`config.mk`:
```
export PLATFORM = sky130hd
export DESIGN_NAME = mem_responder
export DESIGN_NICKNAME = d
export VERILOG_FILES = /design/src/rtl/mem_responder.sv
export SDC_FILE = /design/constraint.sdc
export NUM_CORES = 2
export LEC_CHECK = 0
export ABC_AREA = 1
export CORE_MARGIN = 10
export CORE_UTILIZATION = 28
export CTS_CLUSTER_DIAMETER = 30
export DETAILED_ROUTE_END_ITERATION = 6
export HOLD_SLACK_MARGIN = 0.15
export PLACE_DENSITY = 0.45
export SLEW_MARGIN = 20
export SYNTH_ARGS = -nofsm -noshare
export SYNTH_HDL_FRONTEND = slang
export SYNTH_SLANG_ARGS = --single-unit
```
`constraint.sdc`:
```
create_clock -name MEM_clk -period 3.9 [get_ports MEM_clk]
set_input_delay 0.78 -clock MEM_clk [delete_from_list [all_inputs] [get_ports MEM_clk]]
set_output_delay 0.78 -clock MEM_clk [all_outputs]
set_load 0.01 [all_outputs]
```
`src/rtl/mem_responder.sv`:
```
// ---------------------------------------------------------------------------
// mem_responder
//
// Memory-side responder for the CPU's MAR/MBR bus. One read or write is
// accepted per req/ack handshake. After acceptance the request is held in
// latched copies for WAIT_CYCLES wait states. It is then committed against
// an internal DEPTH x DATA_W register-array RAM. A one-cycle ack pulse
// closes the transaction. The CPU side loads its MBR with
// MEM_ack & ~MEM_we_q.
//
// Ports
//   MEM_clk    in   1       clock, everything on posedge
//   MEM_rst    in   1       synchronous active-high reset (RAM is kept)
//   MEM_req    in   1       request valid, only looked at while idle
//   MEM_we     in   1       1 = write, 0 = read, sampled with MEM_req
//   MEM_addr   in   ADDR_W  word address, sampled with MEM_req
//   MEM_wdata  in   DATA_W  write data, sampled with MEM_req
//   MEM_rdata  out  DATA_W  read data, holds until the next completed read
//   MEM_ack    out  1       one-cycle completion pulse
//   MEM_err    out  1       out-of-range flag, pulses together with MEM_ack
//   MEM_busy   out  1       high from the cycle after acceptance through ack
//   MEM_we_q   out  1       direction of the current or last transaction
// ---------------------------------------------------------------------------
module mem_responder #(
    parameter int DATA_W      = 8,
    parameter int ADDR_W      = 8,
    parameter int DEPTH       = 256,
    parameter int WAIT_CYCLES = 2
) (
    input  logic              MEM_clk,
    input  logic              MEM_rst,
    input  logic              MEM_req,
    input  logic              MEM_we,
    input  logic [ADDR_W-1:0] MEM_addr,
    input  logic [DATA_W-1:0] MEM_wdata,
    output logic [DATA_W-1:0] MEM_rdata,
    output logic              MEM_ack,
    output logic              MEM_err,
    output logic              MEM_busy,
    output logic              MEM_we_q
);

    typedef enum logic [1:0] {
        IDLE,
        WAIT,
        ACCESS,
        RESP
    } state_t;

    // The index only needs enough bits to cover the implemented words.
    // Out-of-range addresses never reach the array because the range check
    // gates both the read and the write.
    localparam int IDX_W = (DEPTH > 1) ? $clog2(DEPTH) : 1;

    // DEPTH can equal 2**ADDR_W, so the compare needs one extra bit.
    localparam logic [ADDR_W:0] DEPTH_L = (ADDR_W + 1)'(DEPTH);

    // With zero wait states the WAIT state is skipped entirely, so the
    // loaded counter value does not matter. Clamp it to avoid an underflow.
    localparam logic [3:0] WAIT_INIT = 4'((WAIT_CYCLES > 0) ? WAIT_CYCLES - 1 : 0);

    state_t            state_q, state_d;
    logic [3:0]        cnt_q, cnt_d;
    logic              we_q, we_d;
    logic [ADDR_W-1:0] addr_q, addr_d;
    logic [DATA_W-1:0] wdata_q, wdata_d;
    logic [DATA_W-1:0] rdata_q, rdata_d;
    logic              ack_q, ack_d;
    logic              err_q, err_d;
    logic              busy_q, busy_d;

    logic [DATA_W-1:0] mem_q [DEPTH];
    logic              mem_wr_en;
    logic              in_range;
    logic [IDX_W-1:0]  mem_idx;

    assign in_range = ({1'b0, addr_q} < DEPTH_L);
    assign mem_idx  = addr_q[IDX_W-1:0];

    // Next-state and registered-output logic. ACCESS is the commit edge:
    // only there does the RAM change or MEM_rdata update. A reset before
    // that edge therefore leaves the RAM untouched.
    always_comb begin
        state_d   = state_q;
        cnt_d     = cnt_q;
        we_d      = we_q;
        addr_d    = addr_q;
        wdata_d   = wdata_q;
        rdata_d   = rdata_q;
        ack_d     = ack_q;
        err_d     = err_q;
        busy_d    = busy_q;
        mem_wr_en = 1'b0;

        unique case (state_q)
            IDLE: begin
                if (MEM_req) begin
                    we_d    = MEM_we;
                    addr_d  = MEM_addr;
                    wdata_d = MEM_wdata;
                    busy_d  = 1'b1;
                    cnt_d   = WAIT_INIT;
                    state_d = (WAIT_CYCLES == 0) ? ACCESS : WAIT;
                end
            end
            WAIT: begin
                if (cnt_q == 4'd0) begin
                    state_d = ACCESS;
                end else begin
                    cnt_d = cnt_q - 4'd1;
                end
            end
            ACCESS: begin
                ack_d   = 1'b1;
                err_d   = ~in_range;
                state_d = RESP;
                if (we_q) begin
                    mem_wr_en = in_range;
                end else begin
                    rdata_d = in_range ? mem_q[mem_idx] : {DATA_W{1'b1}};
                end
            end
            RESP: begin
                ack_d   = 1'b0;
                err_d   = 1'b0;
                busy_d  = 1'b0;
                state_d = IDLE;
            end
            default: begin
                state_d = IDLE;
            end
        endcase
    end

    always_ff @(posedge MEM_clk) begin
        if (MEM_rst) begin
            state_q <= IDLE;
            cnt_q   <= 4'd0;
            we_q    <= 1'b0;
            addr_q  <= '0;
            wdata_q <= '0;
            rdata_q <= '0;
            ack_q   <= 1'b0;
            err_q   <= 1'b0;
            busy_q  <= 1'b0;
        end else begin
            state_q <= state_d;
            cnt_q   <= cnt_d;
            we_q    <= we_d;
            addr_q  <= addr_d;
            wdata_q <= wdata_d;
            rdata_q <= rdata_d;
            ack_q   <= ack_d;
            err_q   <= err_d;
            busy_q  <= busy_d;
        end
    end

    // The RAM has no reset. Its contents survive MEM_rst, which still blocks
    // a pending write because it holds the FSM out of ACCESS.
    always_ff @(posedge MEM_clk) begin
        if (mem_wr_en && !MEM_rst) begin
            mem_q[mem_idx] <= wdata_q;
        end
    end

    assign MEM_rdata = rdata_q;
    assign MEM_ack   = ack_q;
    assign MEM_err   = err_q;
    assign MEM_busy  = busy_q;
    assign MEM_we_q  = we_q;

endmodule

```
==> impl_results.md <==
- Status: complete, but fails checks
- Failing checks: DRC
- Finish-stage setup viols: 0
- Clk pin slew, worst setup/hold paths: 50 ps
- Vias in the first global route: 59070
- Post-route clock period utilization: 0.9013
- Fmax: about 280 MHz
- Crit Reg-Reg Endpoint: MEM_rdata[7]
- Detail Placement HPWL: 158.0 mm
- Router iterations before antenna repair: 7
- Syn Std Cell Area: between 80000 and 90000 sq um
- Worst reg-to-reg setup slack: 390 ps
- Crit end category: flip-flop
- Commonest non-fill, non-tap cell in the layout: nand2_1
- Share of layout cells above drive strength 1: 0.1383
- CTS tree: yes
- Ys Warns: 0
- Worst Tran Pin Value: 1188 ps
- Cell Chain, Critical Path: inv_8 -> buf_12 -> buf_4 -> nand2_1 -> nand2_1 -> nand2_1 -> nand2_1 -> nand2_1 -> nand2_1 -> nor2_1 -> nor2_1 -> nor2_1 -> nand2_1 -> nand2_1 -> nand3_1 -> nor2_1 -> nor2_1
- Slew headroom: 0.2051
- Synthesis-stage register bit count: roughly 2100
- Crit path arrival time: 4300 ps
- Die Height: 570.5 microns
- Inserted Clock Buffers: approximately 470
- Cells after Synth: 7701
- Slowest-stage cell, CP: dfxtp_4
- CTS Root Cell: clkbuf_16
- WL/cell: 21.61 microns
- Clk sinks: around 2100
- H-tree Lvls: 5
- Netlist cell types: 26
- Setup crit start kind: flip-flop
- # rows: 202
- Post_cts resized: 0
- Die Wd: 570.5 microns
- I/O pins: 32
- RSZ-0062 raised after global routing: no
- Pwr per Cell Area: 736.4 nW/um^2
- Most frequent cells in the layout: nand2_1, edfxtp_1, nor2_1
- Final ANT Viol Nets: 0
- CP Max Fanout: 59
- Max_cap viols: 0
- P_leak: about 41 nW
- Grt total ovfl: 0
- Initial DRC Count: between 4000 and 5000
- Largest net degree at the start of global routing: 132
- Initial core utilization: 0.2807
- CORE AREA: 302300 sq um
- Register area share after synthesis: 0.7325
- Final slew viol count: 0
- Longest Clk Path Bufs: 4
- I/O Buffers: 30
- Final hold vios: 0
- CP most frequent cell: nand2_1
- Worst hold start: cnt_q[0]
- Via density: 4.629
- Average size of a mapped cell: 11.02 sq um
- Crit path largest cell delay: 550 ps
- DR DRC count: 7
- WL final: between 200 and 300 mm
- Synthesis-to-finish area growth: 27.61%
- Via count: between 50000 and 60000
- WP data required: approximately 4700 ps
- Fillers: 29750
- HP Class: reg2reg
- Die ar.: 325500 sq um
- Hold buffers post-CTS: 0
- First-pass GRT wire length: 400.6 mm
- Number of cells on the worst hold path: 2
- Critical R2R Launch: addr_q[0]
- Syn nets: 7728
- Reg2Reg Depth: 17
- Overall Global Routing Usage: 0.1617
- Critical path type: reg2reg
- Hold Path End: cnt_q[0]
- Final hold slack: roughly 480 ps
- Clock skew: a little under 80 ps
- Worst IR Drop VDD: 0.5050 mV
- Post-CTS setup buffers: 0
- Minimum clock period: 3515 ps
- Tot Pwr: 79.74 mW
- Setup TNS: 0 ps
- Antenna violations before repair: 8
- Clk_lat worst skew: 920 ps
- Gp weighted congestion: 0.8312
- Final nets: 8229
cells by family after synthesis:
kind of cell / after synthesis / synth area share
AND/OR/NAND/NOR: 4939 / 0.2289
flip-flops: 2081 / 0.7325
buffers and inverters: 483 / 0.02624
AO/OA/AOI/OAI: 190 / 0.01128
adder cells (fa/ha/maj): 7 / 0.001032
other: 1 / 0.00004419
state kept, by name, summed over array words and instances, names as in the netlist:
register and count:
MEM_ack 1, MEM_busy 1, MEM_rdata 8, MEM_we_q 1
addr_q 8, cnt_q 4, mem_q 2048, state_q 2
wdata_q 8
per-stage QoR:
stage	cells	cell area [sq um]	util	worst slack [ps]
after detailed placement	11710	92380	0.3056	454.4
after global placement	11710	92380	0.3056	422.4
after floorplan	7701	84870	-	1180
final	12570	108300	0.3583	385.1
after CTS	12570	108300	0.3582	407.2
after global routing	12570	108300	0.3582	240.9
where the power goes:
group	total [mW]	switching [mW]	leakage, nW	internal [mW]
sequential	26.7	0.544	19.0	26.2
clock	39.2	12.4	7.67	26.8
combinational	13.8	10.5	14.8	3.33
total	79.7	23.5	41.5	56.3
worst max path at each step:
stage	cells after the start	endpoint	start
final	17	MEM_rdata[7]	addr_q[0]
after global routing	17	MEM_rdata[7]	addr_q[0]
after CTS	17	MEM_rdata[7]	addr_q[0]
after detailed placement	17	MEM_rdata[7]	addr_q[0]
after global placement	6	mem_q[117][7]	MEM_rst
after floorplan	6	mem_q[235][0]	MEM_rst
worst max-delay path, delay by kind of cell, from the launching register on:
family	cells	cell delay, ps
DFF	1	550
buffers and inverters	3	870
and+or+nand+nor	14	1890
metal layers:
metal	global-route usage	part of all wire
met4	0.05079	0.029
met3	0.02862	0.059
met1	0.2175	0.44
met5	0	0.000048
met2	0.2659	0.47
cells in the mapped netlist:
master | count | area, sq um
nand2_1 | 3775 | 14170
edfxtp_1 | 2048 | 61500
nor2_1 | 621 | 2331
nand3_1 | 381 | 1907
buf_2 | 241 | 1206
nand4_1 | 155 | 969.7
clkbuf_1 | 147 | 551.8
a21oi_1 | 82 | 410.4
o21ai_1 | 65 | 325.3
inv_1 | 51 | 191.4
o21ai_0 | 40 | 200.2
dfxtp_1 | 33 | 660.6
buf_1 | 22 | 82.58
buf_6 | 13 | 146.4
ha_1 | 7 | 87.58
buf_4 | 4 | 30.03
inv_2 | 3 | 11.26
nor3_1 | 3 | 15.01
clkinv_1 | 2 | 7.510
nor2_4 | 2 | 22.52
a211oi_1 | 1 | 7.510
a21boi_0 | 1 | 7.510
a31oi_1 | 1 | 6.260
conb_1 | 1 | 3.750
nor2_2 | 1 | 6.260
or2_2 | 1 | 6.260
layout make-up:
cell class                      instances  area [sq um]  share of cell area
Inverter                               56         230.2            0.002126
Sequential cell                      2081         62200              0.5743
Clock inverter                        321          3761             0.03473
Tap cell                             3978          4977             0.04596
Multi-Input combinational cell       5137         20560              0.1898
Clock buffer                          535         12140              0.1121
Antenna cell                            5         12.51           0.0001155
Timing Repair Buffer                  459          4422             0.04083
Power figures use the tool's default switching activity.
